<file path="src/rtl/bus_arbiter_4x1.sv">
// Round-robin 4:1 bus arbiter: grants one requester at a time, drives the mux
// select and forwards that requester's beats under a valid/ready handshake.
module bus_arbiter_4x1 #(
  parameter int WIDTH     = 32,
  parameter int MAX_BURST = 4
) (
  input  logic             clk,
  input  logic             reset,
  input  logic [3:0]       Req,
  input  logic [3:0]       Last,
  input  logic [WIDTH-1:0] In0,
  input  logic [WIDTH-1:0] In1,
  input  logic [WIDTH-1:0] In2,
  input  logic [WIDTH-1:0] In3,
  input  logic             OutReady,
  output logic [WIDTH-1:0] Out,
  output logic             OutValid,
  output logic [1:0]       Sel,
  output logic [3:0]       Grant,
  output logic             Busy
);

  typedef enum logic {
    StIdle = 1'b0,
    StBusy = 1'b1
  } state_t;

  localparam logic [3:0] BurstLimit = 4'(MAX_BURST);

  state_t      state_q, state_d;
  logic [1:0]  ptr_q, ptr_d;
  logic [1:0]  sel_q, sel_d;
  logic [3:0]  grant_q, grant_d;
  logic [3:0]  beatCnt_q, beatCnt_d;

  logic [7:0]  reqDouble;
  logic [3:0]  reqRot;
  logic        pickValid;
  logic [1:0]  pickOffset;
  logic [1:0]  pickIdx;
  logic        selReq;
  logic        selLast;
  logic        accept;
  logic        releaseNow;

  // Rotate requests so bit 0 is the current highest-priority requester.
  assign reqDouble = {Req, Req} >> ptr_q;
  assign reqRot    = reqDouble[3:0];

  always_comb begin
    pickValid  = 1'b1;
    pickOffset = 2'd0;
    casez (reqRot)
      4'b???1: pickOffset = 2'd0;
      4'b??10: pickOffset = 2'd1;
      4'b?100: pickOffset = 2'd2;
      4'b1000: pickOffset = 2'd3;
      default: pickValid  = 1'b0;
    endcase
  end

  assign pickIdx  = ptr_q + pickOffset;
  assign selReq   = Req[sel_q];
  assign selLast  = Last[sel_q];
  assign OutValid = (state_q == StBusy) && selReq;
  assign Busy     = (state_q == StBusy);
  assign accept   = OutValid && OutReady;

  // Last beat, burst limit or a dropped request all end the grant.
  assign releaseNow = (state_q == StBusy) &&
                      (!selReq ||
                       (accept && (selLast || ((beatCnt_q + 4'd1) == BurstLimit))));

  always_comb begin
    state_d   = state_q;
    ptr_d     = ptr_q;
    sel_d     = sel_q;
    grant_d   = grant_q;
    beatCnt_d = beatCnt_q;
    case (state_q)
      StIdle: begin
        if (pickValid) begin
          state_d   = StBusy;
          sel_d     = pickIdx;
          grant_d   = 4'b0001 << pickIdx;
          ptr_d     = pickIdx + 2'd1;
          beatCnt_d = 4'd0;
        end
      end
      StBusy: begin
        if (releaseNow) begin
          state_d   = StIdle;
          grant_d   = 4'd0;
          beatCnt_d = 4'd0;
        end else if (accept) begin
          beatCnt_d = beatCnt_q + 4'd1;
        end
      end
      default: state_d = StIdle;
    endcase
  end

  always_ff @(posedge clk) begin
    if (reset) begin
      state_q   <= StIdle;
      ptr_q     <= 2'd0;
      sel_q     <= 2'd0;
      grant_q   <= 4'd0;
      beatCnt_q <= 4'd0;
    end else begin
      state_q   <= state_d;
      ptr_q     <= ptr_d;
      sel_q     <= sel_d;
      grant_q   <= grant_d;
      beatCnt_q <= beatCnt_d;
    end
  end

  always_comb begin
    Out = In0;
    case (sel_q)
      2'd0: Out = In0;
      2'd1: Out = In1;
      2'd2: Out = In2;
      2'd3: Out = In3;
      default: Out = In0;
    endcase
  end

  assign Sel   = sel_q;
  assign Grant = grant_q;

endmodule

</file>
<file path="config.mk">
export PLATFORM = sky130hd
export DESIGN_NAME = bus_arbiter_4x1
export DESIGN_NICKNAME = d
export VERILOG_FILES = /design/src/rtl/bus_arbiter_4x1.sv
export SDC_FILE = /design/constraint.sdc
export NUM_CORES = 1
export LEC_CHECK = 0
export BUFFER_PORTS_ARGS = -buffer_cell sky130_fd_sc_hd__buf_2
export CAP_MARGIN = 20
export CORE_MARGIN = 3
export CORE_UTILIZATION = 35
export CTS_BUF_LIST = sky130_fd_sc_hd__clkbuf_8 sky130_fd_sc_hd__clkbuf_16
export CTS_CLUSTER_DIAMETER = 40
export DETAILED_ROUTE_END_ITERATION = 16
export PLACE_DENSITY = 0.8
export SYNTH_ARGS = -nofsm -noshare
export SYNTH_HDL_FRONTEND = slang
export SYNTH_SLANG_ARGS = --single-unit
</file>
<file path="constraint.sdc">
create_clock -name clk -period 3.2 [get_ports clk]
set_input_delay 0.16 -clock clk [delete_from_list [all_inputs] [get_ports clk]]
set_output_delay 0.16 -clock clk [all_outputs]
set_load 0.02 [all_outputs]
</file>
==> flow_metrics.py, run 1 <==
metrics = {
    "cells_and_area": {
        "syn2layout_area_growth_pct": 57.1,
        "final_layout_size_suffix_gt1_share_pct": 67.6,
        "diodes": 0,
        "nNetsFinal": 475,
        "design_area_um2": 2680,
    },
    "sta": {
        "fmax_mhz": 404,
        "fin_skew_ps": 2.52,
        "rsz0062_at_grt": "no",
        "finalCriticalPeriod_ps": 2480,
        "finalSetupTns_ps": 0,
        "tightest_slew_ps": 567,
        "relSlewSlack_pct": 61.9,
        "setup_viol": 0,
        "whs_ps": 251,
        "period_share_pct": 77.4,
        "setup_ws_ps": 724,
        "slew_violations": 0,
        "finalHoldViolCount": 0,
    },
    "critical_path": {
        "path_cells": "or4_1 -> o2111ai_1 -> ha_1 -> xor2_1 -> nor3_1 -> nor2_1 -> ha_1 -> or4b_1 -> a21oi_1",
        "crit_slowest_cell": "or4_1",
        "crit_top_cell": "ha_1",
        "worstSetupStartpoint": "ptr_q[0]$_SDFFE_PP0P_",
        "critPathArrivalTime_ps": 2650,
        "critPathMaxStageDelay_ps": 550,
        "worst-path-buf-inv": 0,
        "endpoint_kind": "flop",
        "path_max_fanout": 11,
        "worstPathRequired_ps": 3380,
        "r2r.worst_path.cells": 9,
        "r2r_start": "ptr_q[0]$_SDFFE_PP0P_",
        "start_kind": "flop",
        "crit_family": "simple AND/OR/NAND/NOR gates",
        "critPathKind": "flop to flop",
        "endpoint": "Grant[2]$_SDFFE_PP0P_",
        "cp.depth": 9,
        "r2r_end": "Grant[2]$_SDFFE_PP0P_",
        "ff2ff_setup_slack_ps": 720,
    },
    "place": {
        "port_buffers": 178,
        "gp_congestion": 0.893,
        "place_area_um2": 2640,
        "pre_cts_ws_ps": 749,
        "hpwl_um": 6300,
    },
    "run": {
        "max-cap-violations": 0,
    },
    "clock_tree": {
        "htree_levels": 1,
        "clockBufferDepth": 2,
        "numClockSinks": 13,
        "root_buffer": "clkbuf_8",
        "cts_made_buffers": 3,
        "post_cts_buffers": 0,
        "cts_tree": "yes",
        "clk_latency_ps": 250,
        "postCtsHoldBufs": 0,
        "cts_resized": 0,
        "clk_pin_slew_ps": 60,
    },
    "logic_synthesis": {
        "synthTopCellsByArea": "mux4_2 45%, dfxtp_1 15%, nor2_1 3.7%",
        "yosysWarningCount": 0,
        "synth_area_um2": 1710,
        "synthDistinctLibCells": 44,
        "yosysSeqAreaShare_pct": 15.2,
        "synth_top_area_share_pct": 44.9,
        "synth_nets": 303,
        "avgSynthCellArea_um2": 10.7,
        "yosys.area.top_type": "mux4_2",
        "ys_ff_latch": 13,
        "synthCells": 159,
    },
    "route": {
        "drt-initial-drc-count": 122,
        "first_pass_iters": 5,
        "via_count": 2131,
        "antenna_left": 0,
        "avgRoutedWirePerCell_um": 17.9,
        "drc_errors": 0,
        "wirelength_um": 7080,
        "vias_per_cell": 5.39,
    },
    "run_status": {
        "status": "complete, no violations",
    },
    "die": {
        "core_um2": 4530,
        "start_util_pct": 37.6,
        "die_x_um": 75.8,
        "io_pins": 179,
        "rows": 24,
        "die_area_um2": 5750,
        "die_y_um": 75.8,
    },
    "power_and_ir_drop": {
        "vdd_drop_max_mv": 0.316,
        "p_leak_nw": 1.28,
        "pwr_density_cell_nw_per_um2": 594,
        "finalPower_mw": 1.59,
    },
    "global_routing": {
        "gr-total-overflow": 0,
        "grt_pass1_vias": 2004,
        "gr-usage-all-layers_pct": 23.0,
        "grt_pass1_wl_um": 9810,
        "grt_max_degree": 27,
        "antenna_found_initial": 0,
    },
    "worst_hold_path": {
        "hold_path.class": "input pin to flop",
    },
}
## cells by family (layout without fill, tap and decap cells)
logic type               after synthesis  after routing  synth area share, %
AO/OA/AOI/OAI                         31             31                 12.5
XOR/XNOR                               2              2                 1.03
adder cells (fa/ha/maj)                5              5                 3.67
buffers and inverters                 18            189                 4.99
flip-flops                            13             13                 15.2
multiplexers                          34             34                 44.9
AND/OR/NAND/NOR                       56             56                 17.7
## Yosys cell counts
| cell | n |
|---|---|
| a211oi_1 | 1 |
| a21boi_0 | 1 |
| a21o_1 | 1 |
| a21oi_1 | 9 |
| a221o_1 | 1 |
| a22oi_1 | 1 |
| a32o_1 | 1 |
| a32oi_1 | 1 |
| and3_1 | 1 |
| and3b_1 | 1 |
| buf_1 | 6 |
| buf_2 | 2 |
| buf_6 | 2 |
| clkbuf_1 | 5 |
| dfxtp_1 | 13 |
| ha_1 | 5 |
| inv_1 | 3 |
| mux4_2 | 34 |
| nand2_1 | 9 |
| nand2_2 | 1 |
| nand3_1 | 2 |
| nand3b_1 | 4 |
| nor2_1 | 17 |
| nor2b_1 | 6 |
| nor3_1 | 4 |
| nor3b_1 | 1 |
| nor4_1 | 1 |
| nor4b_1 | 1 |
| nor4bb_1 | 1 |
| o2111ai_1 | 1 |
| o211ai_1 | 1 |
| o21ai_0 | 6 |
| o22ai_2 | 1 |
| o31a_1 | 1 |
| o31ai_1 | 2 |
| o32a_1 | 1 |
| o32ai_1 | 1 |
| o41ai_1 | 1 |
| or2_2 | 1 |
| or3_1 | 3 |
| or4_1 | 1 |
| or4b_1 | 2 |
| xnor2_1 | 1 |
| xor2_1 | 1 |
## per-layer routing
metal | global-route usage, % | part of all wire [%] | vias up
met5 | 0 | 0 | -
met4 | 6.21 | 2.8 | 0
met3 | 4.75 | 7.2 | 12
met2 | 40.6 | 55 | 117
met1 | 28.4 | 34 | 1008
li1 | - | - | 994
## power by group
part | internal [mW] | switching (mW)
combinational | 0.547 | 0.632
clock | 0.0848 | 0.0614
sequential | 0.202 | 0.0668
## placed cells by master (no fill, tap or decap), drive strengths merged, types with 2 or more instances in the layout
| cell type | count |
|---|---|
| nor2b | 6 |
| or4b | 2 |
| o31ai | 2 |
| nand3b | 4 |
| or3 | 3 |
| clkbuf | 3 |
| mux4 | 34 |
| buf | 182 |
| o21ai | 6 |
| dfxtp | 13 |
| nor3 | 4 |
| inv | 4 |
| a21oi | 9 |
| nand2 | 10 |
| nand3 | 2 |
| nor2 | 17 |
| ha | 5 |
## worst min path at each step
stage | start | end | cells past startpoint
floorplan | OutReady | beatCnt_q[0]$_SDFFE_PP0P_ | 2
global placement | Grant[2]$_SDFFE_PP0P_ | Grant[2]$_SDFFE_PP0P_ | 2
detailed placement | Grant[2]$_SDFFE_PP0P_ | Grant[2]$_SDFFE_PP0P_ | 2
CTS | OutReady | beatCnt_q[0]$_SDFFE_PP0P_ | 3
global route | OutReady | beatCnt_q[0]$_SDFFE_PP0P_ | 3
finish | OutReady | beatCnt_q[0]$_SDFFE_PP0P_ | 3
## sequential cells by signal, summed over array words and instances, names as in the netlist
signal	flops
Sel	2
ptr_q	2
beatCnt_q	4
Busy	1
Grant	4
## final cells by class
cell class / count / area, um2
clock buffers: 3 / 41.3
clock inverters: 1 / 3.75
fillers: 398 / 1850
inverters: 3 / 11.3
multi-input cells: 128 / 1360
flip-flops and latches: 13 / 262
well taps: 65 / 81.3
repair buffers: 182 / 921
## worst reg2reg max path: stages (launching register included)
cell and delay (ps):
dfxtp_1 400, or4_1 550, o2111ai_1 90, ha_1 240
xor2_1 190, nor3_1 100, nor2_1 120, ha_1 140
or4b_1 430, a21oi_1 150
## stage by stage
step           instances  util (%)
2_1_floorplan        159         -
3_3_place_gp         391      58.1
3_5_place_dp         391      58.1
4_1_cts              395      59.1
5_1_grt              395      59.1
6_report             395      59.1
No activity file was read; power rests on OpenSTA's default activity.
==> inputs of run 2 (changes only) <==
==> constraint.sdc (replaced) <==
create_clock -name clk -period 2.5 [get_ports clk]
set_input_delay 0.125 -clock clk [delete_from_list [all_inputs] [get_ports clk]]
set_output_delay 0.125 -clock clk [all_outputs]
set_load 0.02 [all_outputs]
==> run 2 against run 1 <==
  * Sequential share of layout area is 0.090 points lower
  * Fmax grew 3.6%
  * Routed wire length increased by 2.6%
  * Count of clock-buffer cells in the layout unchanged
  * Global-route usage rose by 0.50 points
  * Hold slack lost 55 ps
  * Critical path type unchanged
  * Critical endpoint is now Grant[1]$_SDFFE_PP0P_
  * Highest routed layer unchanged
==> flow_metrics.py, run 2 (same netlist as run 1, synthesis figures left out) <==
metrics = {
    "sta": {
        "tightest_slew_ps": 442,
        "relSlewSlack_pct": 70.6,
        "slew_violations": 0,
        "period_share_pct": 95.6,
        "fmax_mhz": 418,
        "setup_ws_ps": 109,
        "fin_skew_ps": 1.97,
        "finalHoldViolCount": 0,
        "finalCriticalPeriod_ps": 2390,
        "setup_viol": 0,
    },
    "clock_tree": {
        "cts_resized": 0,
        "post_cts_buffers": 0,
        "postCtsHoldBufs": 0,
        "clk_pin_slew_ps": 60,
        "cts_tree": "yes",
        "cts_made_buffers": 3,
        "clk_latency_ps": 250,
        "numClockSinks": 13,
        "root_buffer": "clkbuf_8",
        "clockBufferDepth": 2,
        "htree_levels": 1,
    },
    "place": {
        "gp_congestion": 0.822,
        "placed_cells": 393,
        "port_buffers": 178,
        "hpwl_um": 6310,
        "place_area_um2": 2650,
        "pre_cts_ws_ps": 136,
    },
    "critical_path": {
        "r2r.worst_path.cells": 9,
        "r2r_start": "ptr_q[0]$_SDFFE_PP0P_",
        "critPathArrivalTime_ps": 2580,
        "path_max_fanout": 6,
        "endpoint": "Grant[1]$_SDFFE_PP0P_",
        "endpoint_kind": "flop",
        "ff2ff_setup_slack_ps": 110,
        "worstSetupStartpoint": "ptr_q[0]$_SDFFE_PP0P_",
        "critPathKind": "flop to flop",
        "start_kind": "flop",
        "r2r_end": "Grant[1]$_SDFFE_PP0P_",
        "worstPathRequired_ps": 2690,
    },
    "cells_and_area": {
        "final_cells": 397,
        "nNetsFinal": 477,
        "fill_cells": 391,
        "final_layout_size_suffix_gt1_share_pct": 68.4,
        "final_cell_mix": "178 x buf_2, 34 x mux4_2, 17 x nor2_1",
        "syn2layout_area_growth_pct": 58.6,
        "design_area_um2": 2710,
        "final_common_cell": "buf_2",
        "diodes": 0,
    },
    "global_routing": {
        "antenna_found_initial": 0,
        "grt_pass1_vias": 1981,
        "gr-total-overflow": 0,
        "grt_pass1_wl_um": 9850,
        "grt_max_degree": 35,
        "gr-usage-all-layers_pct": 23.5,
    },
    "die": {
        "die_x_um": 75.8,
        "die_area_um2": 5750,
        "io_pins": 179,
        "core_um2": 4530,
        "rows": 24,
        "die_y_um": 75.8,
        "start_util_pct": 37.6,
    },
    "power_and_ir_drop": {
        "finalPower_mw": 2.09,
        "pwr_density_cell_nw_per_um2": 772,
        "vdd_drop_max_mv": 0.373,
        "p_leak_nw": 1.29,
    },
    "route": {
        "drt-initial-drc-count": 160,
        "vias_per_cell": 5.36,
        "wirelength_um": 7260,
        "via_count": 2129,
        "drc_errors": 0,
        "antenna_left": 0,
        "avgRoutedWirePerCell_um": 18.3,
        "first_pass_iters": 4,
    },
    "run": {
        "max-cap-violations": 0,
    },
    "run_status": {
        "status": "complete, no violations",
    },
    "worst_hold_path": {
        "hold_path.class": "input pin to flop",
    },
}
## run 2: changes by cell type in the layout (fill, tap and decap cells not counted), sizes merged
cell / previous run / this run
buf: 182 / 184
## run 2: worst min-delay path by stage
stage	start	end	slack [ps]	cells after the start
finish	OutReady	beatCnt_q[0]$_SDFFE_PP0P_	200	3
global route	OutReady	beatCnt_q[0]$_SDFFE_PP0P_	210	3
CTS	OutReady	beatCnt_q[0]$_SDFFE_PP0P_	190	3
detailed placement	OutReady	beatCnt_q[0]$_SDFFE_PP0P_	450	3
global placement	OutReady	beatCnt_q[0]$_SDFFE_PP0P_	440	3
floorplan	OutReady	beatCnt_q[0]$_SDFFE_PP0P_	290	2
## run 2: critical path: stages, from the launching register on
cell and delay, ps:
dfxtp_1 350, or4_1 520, o2111ai_1 100, ha_2 250, xor2_2 170, a21oi_1 90, nor2_1 130, ha_1 140
or4b_1 420, a21oi_1 140
## run 2: stage by stage
stage	hold WS, ps	setup TNS (ps)	utilization, %
floorplan	289	0	-
finish	196	0	59.7
CTS	190	0	59.5
detailed placement	450	0	58.5
global route	206	-24.2	59.7
global placement	444	0	58.5
## run 2: cell type report
| cell class | count | area (um2) | share of cell area (%) |
|---|---|---|---|
| flip-flops and latches | 13 | 262 | 9.66 |
| well taps | 65 | 81.3 | 3.01 |
| clock buffers | 3 | 41.3 | 1.53 |
| inverters | 3 | 11.3 | 0.416 |
| repair buffers | 184 | 936 | 34.6 |
| clock inverters | 1 | 3.75 | 0.139 |
| multi-input cells | 128 | 1370 | 50.7 |
## run 2: report_power, final
part	internal (mW)	switching [mW]
clock network	0.109	0.0824
logic	0.724	0.852
registers	0.258	0.0634
## run 2: layer usage
metal	vias to the layer above	global-route usage [%]	share of wire, %
li1	991	-	-
met1	1007	27.1	34
met2	122	44.2	57
met3	9	3.69	7.0
met4	0	6.99	1.8
met5	-	0	0
